**config.mk**
```make
export PLATFORM = sky130hd
export DESIGN_NAME = mem_stage_flat
export DESIGN_NICKNAME = d
export VERILOG_FILES = /design/src/rtl/mem_stage_pkg.sv /design/src/rtl/mem_stage_if.sv /design/src/rtl/mem_stage_load_ext.sv /design/src/rtl/mem_stage.sv /design/src/flat_wrapper.sv
export SDC_FILE = /design/constraint.sdc
export NUM_CORES = 1
export LEC_CHECK = 0
export CELL_PAD_IN_SITES_DETAIL_PLACEMENT = 1
export CELL_PAD_IN_SITES_GLOBAL_PLACEMENT = 1
export CORE_MARGIN = 2
export CORE_UTILIZATION = 33
export DETAILED_ROUTE_END_ITERATION = 7
export PLACE_DENSITY_LB_ADDON = 0.15
export SLEW_MARGIN = 20
export SYNTH_ARGS = -nofsm -noshare
export SYNTH_HDL_FRONTEND = slang
export SYNTH_HIERARCHICAL = 1
export SYNTH_SLANG_ARGS = --single-unit
export TNS_END_PERCENT = 50
```
**constraint.sdc**
```tcl
create_clock -name clk -period 4.45 [get_ports clk]
set_input_delay 1.1125 -clock clk [delete_from_list [all_inputs] [get_ports clk]]
set_output_delay 1.1125 -clock clk [all_outputs]
set_load 0.005 [all_outputs]
```
**src/rtl/mem_stage_pkg.sv**
```systemverilog
// Shared widths, stall encoding, mem_op bit positions and bus layouts for the
// memory-access stage.
package mem_stage_pkg;

    localparam int EX_TO_MEM_WD = 154;
    localparam int MEM_TO_WB_WD = 136;
    localparam int MEM_TO_RF_WD = 104;
    localparam int STALL_BUS_WD = 6;

    localparam logic STOP    = 1'b1;
    localparam logic NO_STOP = 1'b0;

    localparam int STALL_EX_MEM = 3;
    localparam int STALL_MEM_WB = 4;

    // Bit positions inside the 8-bit mem_op field
    localparam int OP_SW  = 7;
    localparam int OP_LW  = 6;
    localparam int OP_LB  = 5;
    localparam int OP_LBU = 4;
    localparam int OP_LH  = 3;
    localparam int OP_LHU = 2;
    localparam int OP_SB  = 1;
    localparam int OP_SH  = 0;

    typedef struct packed {
        logic [31:0] lo;
        logic        lo_we;
        logic [31:0] hi;
        logic        hi_we;
        logic [7:0]  mem_op;
        logic [3:0]  data_ram_sel;
        logic [31:0] pc;
        logic        data_ram_en;
        logic [3:0]  data_ram_wen;
        logic        sel_rf_res;
        logic        rf_we;
        logic [4:0]  rf_waddr;
        logic [31:0] ex_result;
    } ex_to_mem_t;

    typedef struct packed {
        logic [31:0] lo;
        logic        lo_we;
        logic [31:0] hi;
        logic        hi_we;
        logic [31:0] pc;
        logic        rf_we;
        logic [4:0]  rf_waddr;
        logic [31:0] rf_wdata;
    } mem_to_wb_t;

    typedef struct packed {
        logic [31:0] lo;
        logic        lo_we;
        logic [31:0] hi;
        logic        hi_we;
        logic        rf_we;
        logic [4:0]  rf_waddr;
        logic [31:0] rf_wdata;
    } mem_to_rf_t;

endpackage

```
**src/rtl/mem_stage_if.sv**
```systemverilog
// Buses around the memory-access stage: stall vector, EX->MEM bus, SRAM read
// data in; MEM->WB and forwarding buses out.
interface mem_stage_if;
    import mem_stage_pkg::*;

    logic [STALL_BUS_WD-1:0] stall;
    logic [EX_TO_MEM_WD-1:0] ex_to_mem_bus;
    logic [31:0]             data_sram_rdata;
    logic [MEM_TO_WB_WD-1:0] mem_to_wb_bus;
    logic [MEM_TO_RF_WD-1:0] mem_to_rf_bus;

    modport master (
        output stall, ex_to_mem_bus, data_sram_rdata,
        input  mem_to_wb_bus, mem_to_rf_bus
    );

    modport slave (
        input  stall, ex_to_mem_bus, data_sram_rdata,
        output mem_to_wb_bus, mem_to_rf_bus
    );

endinterface

```
**src/rtl/mem_stage_load_ext.sv**
```systemverilog
// Load lane selection and sign/zero extension of the SRAM read word.
module mem_load_ext
    import mem_stage_pkg::*;
(
    input  logic [31:0] rd,
    input  logic [1:0]  addr,
    input  logic [7:0]  mem_op,
    output logic [31:0] ext
);

    logic [7:0]  byte_lane;
    logic [15:0] half_lane;
    logic        unused_ops;

    // Stores carry no load data; their op bits are deliberately ignored
    assign unused_ops = ^{mem_op[OP_SW], mem_op[OP_SB], mem_op[OP_SH]};

    always_comb begin
        byte_lane = rd[7:0];
        half_lane = rd[15:0];
        ext       = '0;

        case (addr)
            2'd0: byte_lane = rd[7:0];
            2'd1: byte_lane = rd[15:8];
            2'd2: byte_lane = rd[23:16];
            2'd3: byte_lane = rd[31:24];
            default: byte_lane = rd[7:0];
        endcase

        // Misaligned halfword/word accesses take the lane without trapping
        half_lane = addr[1] ? rd[31:16] : rd[15:0];

        if (mem_op[OP_LW]) begin
            ext = rd;
        end else if (mem_op[OP_LB]) begin
            ext = {{24{byte_lane[7]}}, byte_lane};
        end else if (mem_op[OP_LBU]) begin
            ext = {24'd0, byte_lane};
        end else if (mem_op[OP_LH]) begin
            ext = {{16{half_lane[15]}}, half_lane};
        end else if (mem_op[OP_LHU]) begin
            ext = {16'd0, half_lane};
        end
    end

endmodule

```
**src/rtl/mem_stage.sv**
```systemverilog
// Memory-access pipeline stage: EX->MEM register under stall control, load
// data buffering/extension, MEM->WB and forwarding bus packing.
module mem_stage
    import mem_stage_pkg::*;
(
    input  logic       clk,
    input  logic       resetn,
    mem_stage_if.slave bus
);

    ex_to_mem_t  bus_r;
    logic        fresh;
    logic [31:0] rdata_buf;
    logic [31:0] rd;
    logic [31:0] load_val;
    logic [31:0] rf_wdata;
    logic        take_new;
    logic        insert_bubble;
    logic        unused_fields;
    mem_to_wb_t  wb;
    mem_to_rf_t  rf;

    assign insert_bubble = (bus.stall[STALL_EX_MEM] == STOP) &&
                           (bus.stall[STALL_MEM_WB] == NO_STOP);
    assign take_new      = (bus.stall[STALL_EX_MEM] == NO_STOP);

    assign unused_fields = ^{bus_r.data_ram_sel, bus_r.data_ram_en, bus_r.data_ram_wen,
                             bus.stall[5], bus.stall[2:0]};

    // EX -> MEM register; fresh marks the first cycle an entry sits in MEM,
    // the only cycle the SRAM output belongs to it.
    always_ff @(posedge clk) begin
        if (!resetn) begin
            bus_r     <= '0;
            fresh     <= 1'b0;
            rdata_buf <= '0;
        end else begin
            if (fresh) begin
                rdata_buf <= bus.data_sram_rdata;
            end
            if (insert_bubble) begin
                bus_r <= '0;
                fresh <= 1'b0;
            end else if (take_new) begin
                bus_r <= ex_to_mem_t'(bus.ex_to_mem_bus);
                fresh <= 1'b1;
            end else begin
                fresh <= 1'b0;
            end
        end
    end

    // MEM combinational: live SRAM word on the first cycle, buffered afterwards
    assign rd = fresh ? bus.data_sram_rdata : rdata_buf;

    mem_load_ext u_load_ext (
        .rd     (rd),
        .addr   (bus_r.ex_result[1:0]),
        .mem_op (bus_r.mem_op),
        .ext    (load_val)
    );

    assign rf_wdata = bus_r.sel_rf_res ? load_val : bus_r.ex_result;

    always_comb begin
        wb          = '0;
        wb.lo       = bus_r.lo;
        wb.lo_we    = bus_r.lo_we;
        wb.hi       = bus_r.hi;
        wb.hi_we    = bus_r.hi_we;
        wb.pc       = bus_r.pc;
        wb.rf_we    = bus_r.rf_we;
        wb.rf_waddr = bus_r.rf_waddr;
        wb.rf_wdata = rf_wdata;

        rf          = '0;
        rf.lo       = bus_r.lo;
        rf.lo_we    = bus_r.lo_we;
        rf.hi       = bus_r.hi;
        rf.hi_we    = bus_r.hi_we;
        rf.rf_we    = bus_r.rf_we;
        rf.rf_waddr = bus_r.rf_waddr;
        rf.rf_wdata = rf_wdata;
    end

    assign bus.mem_to_wb_bus = wb;
    assign bus.mem_to_rf_bus = rf;

endmodule

```
**src/flat_wrapper.sv**
```systemverilog
// flat-port wrapper written by rule: the top's interface ports become plain ports
module mem_stage_flat import mem_stage_pkg::*;
  (clk, resetn, bus_stall, bus_ex_to_mem_bus, bus_data_sram_rdata, bus_mem_to_wb_bus, bus_mem_to_rf_bus);
  mem_stage_if bus_i ();
  input  logic clk;
  input  logic resetn;
  input wire logic [$bits(bus_i.stall)-1:0] bus_stall;
  input wire logic [$bits(bus_i.ex_to_mem_bus)-1:0] bus_ex_to_mem_bus;
  input wire logic [$bits(bus_i.data_sram_rdata)-1:0] bus_data_sram_rdata;
  output wire logic [$bits(bus_i.mem_to_wb_bus)-1:0] bus_mem_to_wb_bus;
  output wire logic [$bits(bus_i.mem_to_rf_bus)-1:0] bus_mem_to_rf_bus;
  assign bus_i.stall = bus_stall;
  assign bus_i.ex_to_mem_bus = bus_ex_to_mem_bus;
  assign bus_i.data_sram_rdata = bus_data_sram_rdata;
  assign bus_mem_to_wb_bus = bus_i.mem_to_wb_bus;
  assign bus_mem_to_rf_bus = bus_i.mem_to_rf_bus;
  mem_stage u_core (.clk(clk), .resetn(resetn), .bus(bus_i));
endmodule
```
==> impl_metrics.toml, run 1 <==
[layout]
area_delta_synth_final_pct = 38.8
nets = 1295
drive_above_1_share_pct = 9.97
nFillCells = 3067

[placement]
port-buffer-count = 417
place_hpwl_um = 21300
dp_slack_ns = -0.163
routabilityCongestion = 0.761

[pwr]
power_mw = 4.06
power_density_nw_per_um2 = 310
ir_worst_vdd_uv = 195
power_leakage_nw = 5.28

[global_routing]
globalRouteTotalUtil_pct = 18.8
grt_pass1_vias = 7403
antenna_found_initial = 6
grt_pass1_wl_um = 44200
grt_max_degree = 128
grt_overflow = 0

[cts]
cts_root_buffer = "clkbuf_16"
htree_levels = 4
cts.sink_count = 175
clk_latency_ns = 0.42
numCtsBuffers = 17
clk_pin_slew_ns = 0.07
cts_tree = "done"
clockBufferDepth = 2

[logic_synthesis]
netlist_area_um2 = 9440
syn_area_per_cell_um2 = 10.2
ys.warnings.count = 6
synth_nets = 1123
synthCells = 929

[sta]
max_slew_margin_pct = 43.1
timing.fmax_mhz = 227
post-route-period-util_pct = 99.2
period_needed_ns = 4.41
setup_viol = 0
worst_slack_ns = 0.0371
finalMaxSlewViolations = 0
finalHoldViolations = 0
tightestPinTransition_ns = 0.853
fin_skew_ns = 0.00816
rsz0062_at_grt = "true"

[hold_path]
hp-class = "reg -> reg"

[detailed_routing]
first_iter_violations = 394
vias = 7328
wire_per_inst_um = 19.6
wl_um = 29300
drc = 0
via_per_inst = 4.90
ant_nets = 0
drt-pass1-iter-count = 5

[outcome]
status = "completed"

[worst_setup_path]
path_max_fanout = 8
cp-end-kind = "output pin"
worstPathRequired_ns = 3.34
cp-start-kind = "input pin"
critPathArrivalTime_ns = 3.30
path_class = "in -> out"

[floorplan]
dieArea_um2 = 30000
die_w_um = 173
rows = 61
die_h_um = 173
pin_count = 434
coreArea_um2 = 27900
start_util_pct = 33.8

[run]
drv_cap = 0
-- final timing paths --
check | depth (start not counted) | slack, ns | to | start
max reg2reg | 4 | 2.65 | u_core/rdata_buf[12] | u_core/fresh
min | 1 | 0.51 | u_core/bus_r[29] | u_core/bus_r[29]
max | 8 | 0.04 | bus_mem_to_wb_bus[15] | bus_data_sram_rdata[15]
min reg2reg | 1 | 0.51 | u_core/bus_r[29] | u_core/bus_r[29]
-- power breakdown --
group          leakage [nW]  switching, mW  internal (mW)  total, mW
combinational          3.54          0.296          0.490      0.786
sequential             1.44         0.0548           1.64       1.70
clock                 0.293          0.684          0.894       1.58
-- layout by cell type, fill, tap and decap left out, drive strengths merged --
cell type and n:
a2bb2oi 16, a32o 142, and2 33, buf 30, bufinv 3, clkbuf 18
clkdlybuf4s50 376, clkinv 4, clkinvlp 2, dfxtp 175, diode 4, dlygate4sd2 3
dlymetal6s2s 36, inv 7, mux2 64, mux2i 16, nand2 8, nand2b 1
nand3 1, nor2 1, nor2b 144, nor3b 1, o21a 1, o21ai 1
o221ai 7, o22a 9, o22ai 1, o311ai 1, o31a 1, o31ai 8
o32a 1, o32ai 1, or2 1
-- critical path: stages --
cell and delay (ns):
clkdlybuf4s50_1 0.42, mux2_4 0.30, mux2i_4 0.22, o22ai_1 0.13, buf_4 0.18, o22a_1 0.18
mux2_2 0.31, clkdlybuf4s50_1 0.45
-- flip-flops by register name, indices dropped and copies added, names as in the netlist --
register                  flops
u_core/bus.mem_to_rf_bus     72
u_core/fresh                  1
u_core/bus.mem_to_wb_bus     32
u_core/bus_r                 38
u_core/rdata_buf             32
-- timing repair --
item,4_1_cts,5_1_grt
setup buffers,4,0
setup endpoints to repair,50,48
hold buffers,0,0
gates resized for setup,11,38
pin swaps,2,1
-- per-stage QoR --
step / utilization (%) / TNS [ns] / area [µm²] / hold slack (ns) / cells
2_1_floorplan: - / 0 / 9440 / 0.470 / 929
3_3_place_gp: 44.2 / -5.20 / 12300 / 0.481 / 1456
3_5_place_dp: 44.2 / -4.57 / 12300 / 0.490 / 1456
4_1_cts: 46.5 / 0 / 13000 / 0.508 / 1491
5_1_grt: 46.9 / -0.0345 / 13100 / 0.530 / 1492
6_report: 46.9 / 0 / 13100 / 0.505 / 1495
-- metal layers --
| layer | share of wire [%] | vias to the layer above | global-route usage [%] |
|---|---|---|---|
| met5 | 0.089 | - | 0 |
| li1 | - | 3487 | - |
| met4 | 1.2 | 4 | 4.03 |
| met1 | 42 | 3597 | 22.0 |
| met3 | 6.1 | 17 | 5.80 |
| met2 | 51 | 223 | 33.8 |
-- cell type report --
| cell class | count | area (µm²) | share of cell area [%] |
|---|---|---|---|
| clock buffer | 17 | 425 | 3.25 |
| tap | 378 | 473 | 3.61 |
| multi-input combinational | 459 | 3970 | 30.3 |
| sequential | 175 | 3500 | 26.7 |
| timing repair buffer | 446 | 4530 | 34.6 |
| inverter | 2 | 7.51 | 0.0573 |
| antenna | 4 | 10.0 | 0.0764 |
| clock inverter | 14 | 179 | 1.37 |
Note: power is estimated with default switching activity, not from simulation.
==> run 2: changes to the inputs <==
--- a/config.mk
+++ b/config.mk
@@ -11,6 +11,7 @@
 export CORE_UTILIZATION = 33
 export DETAILED_ROUTE_END_ITERATION = 7
 export PLACE_DENSITY_LB_ADDON = 0.15
+export SKIP_CTS_REPAIR_TIMING = 1
 export SLEW_MARGIN = 20
 export SYNTH_ARGS = -nofsm -noshare
 export SYNTH_HDL_FRONTEND = slang
==> impl_metrics.toml, run 2 (same netlist as run 1, synthesis figures left out) <==
[outcome]
status = "completed"

[worst_setup_path]
path_cells = "clkdlybuf4s50_1 -> mux2_2 -> mux2i_4 -> o22ai_1 -> buf_4 -> o22a_1 -> mux2_2 -> clkdlybuf4s50_1"
cp-startpoint = "bus_data_sram_rdata[23]"
worstSetupEndpoint = "bus_mem_to_wb_bus[15]"
r2r-end = "u_core/rdata_buf[12]"
r2r_start = "u_core/fresh"
r2r_cells = 4
path_max_fanout = 8
crit_cells = 8
cp-start-kind = "input pin"
slowest_stage = "clkdlybuf4s50_1"
crit_family = "buffers and inverters"
critPathArrivalTime_ns = 3.29
critPathBufInv = 3
crit_path_max_incr_delay_ns = 0.46
path_class = "in -> out"
reg2reg_slack_ns = 2.66
worstPathRequired_ns = 3.34
cp-end-kind = "output pin"

[global_routing]
globalRouteTotalUtil_pct = 18.8
grt_pass1_wl_um = 44100
grt_pass1_vias = 7378
grt_util_met2_pct = 33.6
top_usage_layer = "met2"
grt_overflow = 0
grt_max_degree = 128
antenna_found_initial = 6
met1_usage_pct = 21.9
use_met3_pct = 5.80

[pwr]
power_density_nw_per_um2 = 311
internal_power_mw = 3.03
clockPowerShare_pct = 38.8
p_sw_share_pct = 25.5
ir_worst_vdd_uv = 195
comb_power_share_pct = 19.4
p_switching_mw = 1.03
power_leakage_nw = 5.01
p_seq_share_pct = 41.8

[cts]
clockBufferDepth = 2
cts_root_buffer = "clkbuf_16"
numCtsBuffers = 17
htree_levels = 4
clk_pin_slew_ns = 0.07
clk_latency_ns = 0.42
cts.sink_count = 175
cts_tree = "done"

[placement]
port-buffer-count = 417
place_hpwl_um = 21300
dp_slack_ns = -0.163
routabilityCongestion = 0.761

[floorplan]
rows = 61
coreArea_um2 = 27900
die_w_um = 173
start_util_pct = 33.8
dieArea_um2 = 30000
pin_count = 434
die_h_um = 173

[sta]
period_needed_ns = 4.41
max_slew_margin_pct = 41.3
holdWs_ns = 0.504
setup_viol = 0
tightestPinTransition_ns = 0.880
finalMaxSlewViolations = 0
timing.fmax_mhz = 227
setup_tns_ns = 0
rsz0062_at_grt = "true"
post-route-period-util_pct = 99.0
fin_skew_ns = 0.00856
finalHoldViolations = 0
worst_slack_ns = 0.0448

[layout]
multi_input_area_um2 = 3970
utilization_pct = 46.7
nets = 1293
regArea_um2 = 3500
drive_above_1_share_pct = 9.90
mostFrequentLayoutCells = "clkdlybuf4s50_1 (394), dfxtp_1 (175), nor2b_1 (144), a32o_1 (142), mux2_2 (33)"
nFillCells = 3074
largest_register_ffs = 72
final_common_cell = "clkdlybuf4s50_1"
area_delta_synth_final_pct = 38.3

[detailed_routing]
first_iter_violations = 369
wl_um = 29200
wire_per_inst_um = 19.5
via_per_inst = 4.89
vias = 7295
drt-pass1-iter-count = 4
drc = 0
ant_nets = 0

[hold_path]
hp-class = "reg -> reg"

[run]
drv_cap = 0
## run 2: cell count changes in the layout (fill, tap and decap cells not counted)
cell | before | now
clkdlybuf4s50_1 | 376 | 394
mux2_4 | 2 | 1
dlygate4sd2_1 | 3 | 0
dlymetal6s2s_1 | 36 | 21
a2bb2oi_2 | 10 | 11
a2bb2oi_1 | 6 | 5
buf_4 | 26 | 24
mux2_2 | 32 | 33
## run 2: power by group through the flow
stage	clock network [mW]	registers, mW	logic [mW]
after global routing	1.69	1.71	0.847
after global placement	0	1.73	0.785
final	1.58	1.70	0.788
after CTS	1.64	1.70	0.796
after detailed placement	0	1.74	0.792
after floorplan	0	1.71	0.463
## run 2: layout make-up
type,instances,area share (%)
Antenna cell,4,0.0767
Clock buffer,17,3.26
Clock inverter,14,1.37
Inverter,2,0.0575
Multi-Input combinational cell,459,30.4
Sequential cell,175,26.8
Tap cell,378,3.62
Timing Repair Buffer,444,34.3
## run 2: metal layers
layer  vias up  share of wire [%]
li1       3488                  -
met1      3570                 42
met2       216                 51
met3        17                6.1
met4         4                1.2
met5         -              0.089
## run 2: worst min path at each step
stage	slack, ns	endpoint	from	depth (start not counted)
global placement	0.48	u_core/bus_r[14]	u_core/bus_r[14]	1
finish	0.50	u_core/bus_r[29]	u_core/bus_r[29]	1
detailed placement	0.49	u_core/bus_r[24]	u_core/bus_r[24]	1
CTS	0.51	u_core/bus_r[24]	u_core/bus_r[24]	1
global route	0.53	u_core/bus_r[2]	u_core/bus_r[2]	1
floorplan	0.47	u_core/bus_r[29]	u_core/bus_r[29]	1
## run 2: stage by stage
stage | total power, mW | cell area (µm²) | std cells
3_5_place_dp | 2.53 | 12300 | 1456
6_report | 4.07 | 13100 | 1493
3_3_place_gp | 2.52 | 12300 | 1456
5_1_grt | 4.25 | 13000 | 1490
4_1_cts | 4.13 | 12900 | 1487
2_1_floorplan | 2.18 | 9440 | 929
